--- config.mk ---
export PLATFORM = sky130hd
export DESIGN_NAME = axil_initiator_flat
export DESIGN_NICKNAME = d
export VERILOG_FILES = /design/src/rtl/axil_pkg.sv /design/src/rtl/axi4_lite_if.sv /design/src/rtl/axil_initiator.sv /design/src/flat_wrapper.sv
export SDC_FILE = /design/constraint.sdc
export NUM_CORES = 1
export LEC_CHECK = 0
export ABC_AREA = 1
export CORE_ASPECT_RATIO = 0.7
export CORE_UTILIZATION = 44
export CTS_CLUSTER_DIAMETER = 100
export CTS_CLUSTER_SIZE = 10
export DETAILED_ROUTE_END_ITERATION = 6
export GPL_TIMING_DRIVEN = 0
export PLACE_DENSITY = 0.89
export REMOVE_ABC_BUFFERS = 1
export SETUP_SLACK_MARGIN = 0.15
export SLEW_MARGIN = 20
export SYNTH_ARGS = -nofsm -noshare
export SYNTH_HDL_FRONTEND = slang
export SYNTH_SLANG_ARGS = --single-unit
--- constraint.sdc ---
create_clock -name aclk -period 3 [get_ports aclk]
set_input_delay 0.3 -clock aclk [delete_from_list [all_inputs] [get_ports aclk]]
set_output_delay 0.3 -clock aclk [all_outputs]
set_load 0.01 [all_outputs]
--- src/rtl/axil_pkg.sv ---
// rtl/axil_pkg.sv - shared FSM states and AXI response codes for the AXI4-Lite initiator
package axil_pkg;

  typedef enum logic [2:0] {
    IDLE    = 3'd0,
    WR_REQ  = 3'd1,
    WR_RESP = 3'd2,
    RD_REQ  = 3'd3,
    RD_RESP = 3'd4,
    DONE    = 3'd5
  } state_e;

  localparam logic [1:0] RESP_OKAY   = 2'b00;
  localparam logic [1:0] RESP_EXOKAY = 2'b01;
  localparam logic [1:0] RESP_SLVERR = 2'b10;
  localparam logic [1:0] RESP_DECERR = 2'b11;

endpackage

--- src/rtl/axi4_lite_if.sv ---
// rtl/axi4_lite_if.sv - AXI4-Lite signal bundle with master and slave views
interface axi4_lite_if #(
  parameter int AW = 32,
  parameter int DW = 32
);
  logic          awvalid, awready;
  logic [AW-1:0] awaddr;
  logic [2:0]    awprot;
  logic          wvalid, wready;
  logic [DW-1:0] wdata;
  logic [DW/8-1:0] wstrb;
  logic          bvalid, bready;
  logic [1:0]    bresp;
  logic          arvalid, arready;
  logic [AW-1:0] araddr;
  logic [2:0]    arprot;
  logic          rvalid, rready;
  logic [DW-1:0] rdata;
  logic [1:0]    rresp;

  modport master (
    output awvalid, awaddr, awprot, input awready,
    output wvalid, wdata, wstrb, input wready,
    input bvalid, bresp, output bready,
    output arvalid, araddr, arprot, input arready,
    input rvalid, rdata, rresp, output rready
  );

  modport slave (
    input awvalid, awaddr, awprot, output awready,
    input wvalid, wdata, wstrb, output wready,
    output bvalid, bresp, input bready,
    input arvalid, araddr, arprot, output arready,
    output rvalid, rdata, rresp, input rready
  );
endinterface

--- src/rtl/axil_initiator.sv ---
// rtl/axil_initiator.sv - single-outstanding AXI4-Lite initiator with command/response ports
module axil_initiator
  import axil_pkg::*;
#(
  parameter int DW = 32,
  parameter int AW = 32,
  parameter int LW = 16
) (
  input  logic            aclk,
  input  logic            aresetn,
  input  logic            cmd_valid,
  output logic            cmd_ready,
  input  logic            cmd_we,
  input  logic [AW-1:0]   cmd_addr,
  input  logic [DW-1:0]   cmd_wdata,
  input  logic [DW/8-1:0] cmd_wstrb,
  output logic            rsp_valid,
  input  logic            rsp_ready,
  output logic [DW-1:0]   rsp_rdata,
  output logic [1:0]      rsp_resp,
  output logic [LW-1:0]   rsp_latency,
  axi4_lite_if.master     axi
);

  state_e          state_q, state_d;
  logic            aw_done_q, aw_done_d;
  logic            w_done_q, w_done_d;
  logic [AW-1:0]   addr_q, addr_d;
  logic [DW-1:0]   wdata_q, wdata_d;
  logic [DW/8-1:0] wstrb_q, wstrb_d;
  logic [DW-1:0]   rdata_q, rdata_d;
  logic [1:0]      resp_q, resp_d;
  logic [LW-1:0]   lat_q, lat_d, lat_inc;
  logic            aw_hs, w_hs, b_hs, ar_hs, r_hs;

  assign aw_hs   = axi.awvalid && axi.awready;
  assign w_hs    = axi.wvalid && axi.wready;
  assign b_hs    = axi.bvalid && axi.bready;
  assign ar_hs   = axi.arvalid && axi.arready;
  assign r_hs    = axi.rvalid && axi.rready;
  assign lat_inc = (lat_q == '1) ? lat_q : lat_q + 1'b1;

  always_ff @(posedge aclk or negedge aresetn) begin
    if (!aresetn) begin
      state_q   <= IDLE;
      aw_done_q <= 1'b0;
      w_done_q  <= 1'b0;
      addr_q    <= '0;
      wdata_q   <= '0;
      wstrb_q   <= '0;
      rdata_q   <= '0;
      resp_q    <= '0;
      lat_q     <= '0;
    end else begin
      state_q   <= state_d;
      aw_done_q <= aw_done_d;
      w_done_q  <= w_done_d;
      addr_q    <= addr_d;
      wdata_q   <= wdata_d;
      wstrb_q   <= wstrb_d;
      rdata_q   <= rdata_d;
      resp_q    <= resp_d;
      lat_q     <= lat_d;
    end
  end

  always_comb begin
    state_d   = state_q;
    aw_done_d = aw_done_q;
    w_done_d  = w_done_q;
    addr_d    = addr_q;
    wdata_d   = wdata_q;
    wstrb_d   = wstrb_q;
    rdata_d   = rdata_q;
    resp_d    = resp_q;
    lat_d     = lat_q;
    unique case (state_q)
      IDLE: begin
        if (cmd_valid) begin
          addr_d    = cmd_addr;
          wdata_d   = cmd_wdata;
          wstrb_d   = cmd_wstrb;
          aw_done_d = 1'b0;
          w_done_d  = 1'b0;
          lat_d     = '0;
          state_d   = cmd_we ? WR_REQ : RD_REQ;
        end
      end
      WR_REQ: begin
        // AW and W complete independently; leave only once both have been taken
        lat_d = lat_inc;
        if (aw_hs) aw_done_d = 1'b1;
        if (w_hs)  w_done_d  = 1'b1;
        if ((aw_done_q || aw_hs) && (w_done_q || w_hs)) state_d = WR_RESP;
      end
      WR_RESP: begin
        lat_d = lat_inc;
        if (b_hs) begin
          resp_d  = axi.bresp;
          rdata_d = '0;
          state_d = DONE;
        end
      end
      RD_REQ: begin
        lat_d = lat_inc;
        if (ar_hs) state_d = RD_RESP;
      end
      RD_RESP: begin
        lat_d = lat_inc;
        if (r_hs) begin
          rdata_d = axi.rdata;
          resp_d  = axi.rresp;
          state_d = DONE;
        end
      end
      DONE: begin
        if (rsp_ready) state_d = IDLE;
      end
      default: state_d = IDLE;
    endcase
  end

  always_comb begin
    // Gated with the reset pin so cmd_ready reads 0 while reset is held
    cmd_ready   = aresetn && (state_q == IDLE);
    rsp_valid   = (state_q == DONE);
    rsp_rdata   = rdata_q;
    rsp_resp    = resp_q;
    rsp_latency = lat_q;
    axi.awvalid = (state_q == WR_REQ) && !aw_done_q;
    axi.wvalid  = (state_q == WR_REQ) && !w_done_q;
    axi.bready  = (state_q == WR_RESP);
    axi.arvalid = (state_q == RD_REQ);
    axi.rready  = (state_q == RD_RESP);
    axi.awaddr  = addr_q;
    axi.awprot  = 3'b000;
    axi.wdata   = wdata_q;
    axi.wstrb   = wstrb_q;
    axi.araddr  = addr_q;
    axi.arprot  = 3'b000;
  end

endmodule

--- src/flat_wrapper.sv ---
// flat-port wrapper written by rule: the top's interface ports become plain ports
module axil_initiator_flat import axil_pkg::*;
#(
  parameter int DW = 32,
  parameter int AW = 32,
  parameter int LW = 16
)
  (aclk, aresetn, cmd_valid, cmd_ready, cmd_we, cmd_addr, cmd_wdata, cmd_wstrb, rsp_valid, rsp_ready, rsp_rdata, rsp_resp, rsp_latency, axi_awvalid, axi_awaddr, axi_awprot, axi_awready, axi_wvalid, axi_wdata, axi_wstrb, axi_wready, axi_bvalid, axi_bresp, axi_bready, axi_arvalid, axi_araddr, axi_arprot, axi_arready, axi_rvalid, axi_rdata, axi_rresp, axi_rready);
  axi4_lite_if #(.AW(AW), .DW(DW)) axi_i ();
  input  logic aclk;
  input  logic aresetn;
  input  logic cmd_valid;
  output logic cmd_ready;
  input  logic cmd_we;
  input  logic [AW-1:0] cmd_addr;
  input  logic [DW-1:0] cmd_wdata;
  input  logic [DW/8-1:0] cmd_wstrb;
  output logic rsp_valid;
  input  logic rsp_ready;
  output logic [DW-1:0] rsp_rdata;
  output logic [1:0] rsp_resp;
  output logic [LW-1:0] rsp_latency;
  output wire logic [$bits(axi_i.awvalid)-1:0] axi_awvalid;
  output wire logic [$bits(axi_i.awaddr)-1:0] axi_awaddr;
  output wire logic [$bits(axi_i.awprot)-1:0] axi_awprot;
  input wire logic [$bits(axi_i.awready)-1:0] axi_awready;
  output wire logic [$bits(axi_i.wvalid)-1:0] axi_wvalid;
  output wire logic [$bits(axi_i.wdata)-1:0] axi_wdata;
  output wire logic [$bits(axi_i.wstrb)-1:0] axi_wstrb;
  input wire logic [$bits(axi_i.wready)-1:0] axi_wready;
  input wire logic [$bits(axi_i.bvalid)-1:0] axi_bvalid;
  input wire logic [$bits(axi_i.bresp)-1:0] axi_bresp;
  output wire logic [$bits(axi_i.bready)-1:0] axi_bready;
  output wire logic [$bits(axi_i.arvalid)-1:0] axi_arvalid;
  output wire logic [$bits(axi_i.araddr)-1:0] axi_araddr;
  output wire logic [$bits(axi_i.arprot)-1:0] axi_arprot;
  input wire logic [$bits(axi_i.arready)-1:0] axi_arready;
  input wire logic [$bits(axi_i.rvalid)-1:0] axi_rvalid;
  input wire logic [$bits(axi_i.rdata)-1:0] axi_rdata;
  input wire logic [$bits(axi_i.rresp)-1:0] axi_rresp;
  output wire logic [$bits(axi_i.rready)-1:0] axi_rready;
  assign axi_awvalid = axi_i.awvalid;
  assign axi_awaddr = axi_i.awaddr;
  assign axi_awprot = axi_i.awprot;
  assign axi_i.awready = axi_awready;
  assign axi_wvalid = axi_i.wvalid;
  assign axi_wdata = axi_i.wdata;
  assign axi_wstrb = axi_i.wstrb;
  assign axi_i.wready = axi_wready;
  assign axi_i.bvalid = axi_bvalid;
  assign axi_i.bresp = axi_bresp;
  assign axi_bready = axi_i.bready;
  assign axi_arvalid = axi_i.arvalid;
  assign axi_araddr = axi_i.araddr;
  assign axi_arprot = axi_i.arprot;
  assign axi_i.arready = axi_arready;
  assign axi_i.rvalid = axi_rvalid;
  assign axi_i.rdata = axi_rdata;
  assign axi_i.rresp = axi_rresp;
  assign axi_rready = axi_i.rready;
  axil_initiator #(.DW(DW), .AW(AW), .LW(LW)) u_core (.aclk(aclk), .aresetn(aresetn), .cmd_valid(cmd_valid), .cmd_ready(cmd_ready), .cmd_we(cmd_we), .cmd_addr(cmd_addr), .cmd_wdata(cmd_wdata), .cmd_wstrb(cmd_wstrb), .rsp_valid(rsp_valid), .rsp_ready(rsp_ready), .rsp_rdata(rsp_rdata), .rsp_resp(rsp_resp), .rsp_latency(rsp_latency), .axi(axi_i));
endmodule
==> flow_summary.toml, run 1 <==
[status]
outcome = "finished, final reports clean"

[placed_design]
port_buffers = 270
placedInstanceArea_um2 = 8210
place.gp.congestion = 0.865
dp_hpwl_um = 11400

[clock_network]
cts_buffer_depth = 2
clk_pin_slew_ps = 60
clock_sinks = 123
clock_latency_ps = 400
numCtsBuffers = 17
cts-root-buf = "clkbuf_16"
cts_setup_buffers = 0
cts_tree = "done"
cts_max_level = 4

[synth]
syn_area_um2 = 5680
synth.distinct_cells = 31
netlist_instances = 689
synth_area_per_cell_um2 = 8.25
ys_seq_area_frac = 0.542
ys_warn_count = 0
ys_ff_latch = 123

[drt]
viasPerCell = 4.90
num_vias = 5356
drc = 0
wl_per_cell_um = 14.8
wirelength_um = 16200
drt-pass1-iter-count = 5
dr.first_iter.drc_count = 272
ant_nets = 0

[setup_path]
startpoint = "aresetn"
r2r-end = "u_core.axi.araddr[24]$_DFFE_PN0P_"
cp_slowest_cell = "clkdlybuf4s50_1"
crit_path_start_kind = "primary input"
r2r-start = "u_core.state_q[0]$_DFFE_PN0P_"
critPathBufInv = 5
r2r_cells = 7
cp_top_family = "buffers and inverters"
crit_required_ps = 2700
arrival_ps = 2380
crit_type = "primary input to primary output"
crit_chain = "dlygate4sd3_1 > buf_6 > buf_16 > inv_1 > nor2_1 > clkdlybuf4s50_1"
cp-end-kind = "primary output"
crit_path_max_fanout = 76
slowest_delay_ps = 550
r2r_setup_slack_ps = 670

[power_and_ir_drop]
p_leak_nw = 4.23
ir_drop_uv = 584
powerDensity_nw_per_um2 = 1060

[layout]
area_growth_pct = 54.9
drive_above_1_share = 0.0612
final_common_cell = "nand2_1"
nFillCells = 951
final_area_um2 = 8800
n_antenna_cell = 0
layout.nets = 1034
layout_common_cells = "nand2_1 (303), clkdlybuf4s50_1 (269), dfrtp_1 (123)"

[floorplanning]
coreArea_um2 = 12500
dieHeight_um = 97.1
die_area_um2 = 13400
num_io_pins = 277
initial_utilization = 0.454
fp-row-count = 34
die_w_um = 138

[timing]
fmax_ghz = 0.373
period_needed_ps = 2680
tightest_slew_ps = 1030
slew_headroom = 0.310
drv_slew = 0
finalHoldWorstSlack_ps = 403
hold_viol = 0
finalSetupViolCount = 0
rsz0062_at_grt = "false"
fin_crit_sh = 0.893
skew_ps = 8.48

[grt]
grt-ovfl-total = 0
grt.total_usage = 0.250
grt_antenna_before_repair = 0
grt_pass1_vias = 5113
grt_pass1_wl_um = 25700
grt_start_max_net_pins = 77

[run]
maxCapViolCount = 0

[hold_path]
worstHoldPathType = "primary input to async pin"
## worst max path at each step
stage	slack [ps]	depth (start not counted)	end
after floorplan	740	7	u_core.axi.araddr[0]$_DFFE_PN0P_
after global placement	-3210	1	u_core.axi.araddr[21]$_DFFE_PN0P_
after detailed placement	480	4	axi_rready
after CTS	240	6	cmd_ready
after global routing	150	6	cmd_ready
final	320	6	cmd_ready
## through the flow
stage	util	power (mW)	setup slack [ps]	setup TNS, ps	std cells
finish	0.704	9.30	322	0	1094
global route	0.704	9.93	151	0	1094
CTS	0.704	9.38	239	0	1094
detailed placement	0.656	7.32	482	0	1061
global placement	0.653	7.20	-3210	-419330	1060
floorplan	-	4.73	741	0	628
## synthesized netlist by cell type
cell type | instances | area [um^2]
o21ai_4 | 1 | 16.3
nor2_2 | 3 | 18.8
nor3_1 | 3 | 15.0
or2_2 | 3 | 18.8
nor2_8 | 1 | 20.0
clkinv_1 | 1 | 3.75
o21ai_0 | 20 | 100
inv_2 | 6 | 22.5
a21oi_1 | 2 | 10.0
ha_1 | 1 | 12.5
nand3_1 | 55 | 275
buf_2 | 11 | 55.1
nand4_1 | 4 | 25.0
nor2_1 | 20 | 75.1
buf_6 | 1 | 11.3
o211ai_1 | 2 | 15.0
inv_1 | 26 | 97.6
buf_4 | 45 | 338
xor2_1 | 5 | 43.8
nand2_4 | 2 | 22.5
nor2_4 | 1 | 11.3
nand2_1 | 303 | 1140
o21bai_1 | 2 | 15.0
clkbuf_1 | 8 | 30.0
nand3b_1 | 1 | 7.51
nand2_2 | 4 | 25.0
conb_1 | 1 | 3.75
dfrtp_1 | 123 | 3080
nand3_2 | 2 | 20.0
o21ai_1 | 31 | 155
buf_1 | 1 | 3.75
## metal layers
metal	track usage	wire, um	up-vias
met5	0	0	-
met4	0.0861	318	0
met3	0.0814	1440	25
met2	0.410	7990	211
met1	0.308	6440	2537
li1	-	-	2583
## cell type report
cell class / instances / area [um^2] / share of cell area
tap: 162 / 203 / 0.0230
inverter: 33 / 128 / 0.0145
sequential: 123 / 3080 / 0.350
multi-input combinational: 472 / 2070 / 0.235
clock inverter: 13 / 144 / 0.0163
clock buffer: 19 / 443 / 0.0503
timing repair buffer: 272 / 2740 / 0.311
## flip-flops by register name, indices dropped and copies added (netlist names)
| signal | count |
|---|---|
| u_core.axi.wstrb | 4 |
| u_core.rsp_latency | 16 |
| u_core.rsp_resp | 2 |
| u_core.state_q | 3 |
| u_core.aw_done_q | 1 |
| u_core.rsp_rdata | 32 |
| u_core.w_done_q | 1 |
| u_core.axi.araddr | 32 |
| u_core.axi.wdata | 32 |
## cell families (layout without fill, tap and decap cells)
group | Yosys count | count (layout) | share of synthesized area
XOR/XNOR | 5 | 5 | 0.00771
other | 1 | 6 | 0.000660
flip-flops | 123 | 123 | 0.542
AND/OR/NAND/NOR | 402 | 402 | 0.294
adder cells (fa/ha/maj) | 1 | 1 | 0.00220
AO/OA/AOI/OAI | 58 | 58 | 0.0548
buffers and inverters | 99 | 337 | 0.0989
## what timing repair did
action,in CTS,in global routing
resized for setup,1,0
hold buffers,1,0
setup endpoints to repair,1,0
endpoints found under the hold margin,48,0
## power breakdown
| group | internal, mW | switching [mW] | total, mW |
|---|---|---|---|
| sequential | 2.39 | 0.540 | 2.93 |
| clock | 1.25 | 0.758 | 2.01 |
| combinational | 2.17 | 2.19 | 4.36 |
Note: power is estimated with default switching activity, not from simulation.
==> inputs of run 2 (changes only) <==
--- a/config.mk
+++ b/config.mk
@@ -12,7 +12,7 @@
 export CTS_CLUSTER_SIZE = 10
 export DETAILED_ROUTE_END_ITERATION = 6
 export GPL_TIMING_DRIVEN = 0
-export PLACE_DENSITY = 0.89
+export PLACE_DENSITY = 0.87
 export REMOVE_ABC_BUFFERS = 1
 export SETUP_SLACK_MARGIN = 0.15
 export SLEW_MARGIN = 20
==> run 2 against run 1 <==
  * Sequential power is essentially flat
  * Core utilization is essentially flat
  * Final cell count is essentially flat
  * Setup slack improved by 89 ps
  * Critical path depth is the same
  * Routed wire length is 0.21% higher
  * Register-to-register slack worse by 90 ps
==> flow_summary.toml, run 2 (synthesized netlist as in run 1, its figures left out) <==
[floorplanning]
coreArea_um2 = 12500
num_io_pins = 277
fp-row-count = 34
die_area_um2 = 13400
die_w_um = 138
initial_utilization = 0.454
dieHeight_um = 97.1

[timing]
period_needed_ps = 2590
finalSetupViolCount = 0
worst_slack_ps = 411
slew_headroom = 0.309
tightest_slew_ps = 1030
fmax_ghz = 0.386
fin_crit_sh = 0.863
rsz0062_at_grt = "false"
finalHoldWorstSlack_ps = 403
skew_ps = 11.2
hold_viol = 0
drv_slew = 0

[drt]
ant_nets = 0
drc = 0
num_vias = 5344
wl_per_cell_um = 14.8
wirelength_um = 16200
drt-pass1-iter-count = 4
viasPerCell = 4.88
dr.first_iter.drc_count = 291

[clock_network]
numCtsBuffers = 17
cts-root-buf = "clkbuf_16"
clock_latency_ps = 410
clock_sinks = 123
cts_max_level = 4
cts_buffer_depth = 2
cts_tree = "done"
clk_pin_slew_ps = 60

[layout]
drive_above_1_share = 0.0601
layout_common_cells = "nand2_1 (303), clkdlybuf4s50_1 (269), dfrtp_1 (123)"
final_common_cell = "nand2_1"
area_growth_pct = 55.0
final_core_util = 0.704
layout.nets = 1034

[power_and_ir_drop]
internal-power_mw = 5.83
combPwrFrac = 0.470
clockPowerShare = 0.214
p_total_mw = 9.30
powerDensity_nw_per_um2 = 1060
ir_drop_uv = 599
power.switching_mw = 3.47
p_leak_nw = 4.22
p_sw_frac = 0.373
seqPwrFrac = 0.316

[grt]
grt_start_max_net_pins = 72
grt-ovfl-total = 0
grt.total_usage = 0.250
grt_pass1_vias = 5194
grt_pass1_wl_um = 25800
grt_antenna_before_repair = 1

[placed_design]
pre_cts_slack_ps = 464
place.gp.congestion = 0.850
dp_hpwl_um = 11300
port_buffers = 270

[setup_path]
crit_path_start_kind = "primary input"
arrival_ps = 2290
cp-end-kind = "primary output"
crit_type = "primary input to primary output"
crit_path_max_fanout = 64
crit_required_ps = 2700

[status]
outcome = "finished, final reports clean"

[hold_path]
worstHoldPathType = "primary input to async pin"

[run]
maxCapViolCount = 0
run 2: cell types whose count changed in the layout (fill, tap and decap cells not counted), sizes merged:
cell	before	now
clkbuf	19	21
clkinv	9	7
clkinvlp	1	3
inv	34	32
diode	0	1
run 2: per-stage QoR:
stage / area, um^2 / cells / TNS [ps]
after floorplan: 5260 / 628 / 0
after global placement: 8170 / 1060 / -428600
after detailed placement: 8210 / 1061 / 0
after global routing: 8810 / 1095 / 0
after CTS: 8800 / 1094 / 0
final: 8810 / 1095 / 0
run 2: timing repair:
action / CTS / global route
endpoints found under the hold margin: 60 / 0
resized for setup: 1 / 1
setup endpoints to repair: 1 / 1
hold buffers: 1 / 0
setup buffers: 0 / 0
run 2: power groups by stage:
stage	registers, mW	clock network, mW	logic (mW)
CTS	2.94	2.03	4.42
global placement	2.92	0	4.30
detailed placement	2.93	0	4.39
global route	3.04	2.11	4.78
floorplan	3.31	0	1.42
finish	2.94	1.99	4.37
run 2: cell type report:
| class | count | area [um^2] |
|---|---|---|
| tap | 162 | 203 |
| fill | 958 | 3700 |
| clock buffer | 21 | 460 |
| multi-input combinational | 472 | 2070 |
| timing repair buffer | 272 | 2750 |
| antenna | 1 | 2.50 |
| sequential | 123 | 3080 |
| clock inverter | 11 | 120 |
| inverter | 33 | 128 |
run 2: worst paths after layout:
kind,start,endpoint,slack (ps),depth (start not counted)
setup / recovery,aresetn,cmd_ready,410,6
hold / removal,aresetn,u_core.axi.araddr[27]$_DFFE_PN0P_,400,2
setup reg to reg,u_core.state_q[0]$_DFFE_PN0P_,u_core.axi.araddr[23]$_DFFE_PN0P_,580,7
hold reg to reg,u_core.axi.wdata[31]$_DFFE_PN0P_,u_core.axi.wdata[31]$_DFFE_PN0P_,480,2
max in group asynchronous,aresetn,u_core.axi.wdata[29]$_DFFE_PN0P_,1970,3
min in group aclk,cmd_wdata[0],u_core.axi.wdata[0]$_DFFE_PN0P_,430,3
run 2: worst max-delay path, stage by stage:
cell and delay [ps]:
dlygate4sd3_1 580, buf_12 320, buf_16 320, inv_1 70
nor2_1 100, clkdlybuf4s50_1 570
run 2: routing by layer:
layer,track usage,up-vias,share of wire
li1,-,2591,-
met1,0.304,2506,0.41
met2,0.413,221,0.48
met3,0.0803,26,0.092
met4,0.0903,0,0.019
met5,0,-,0
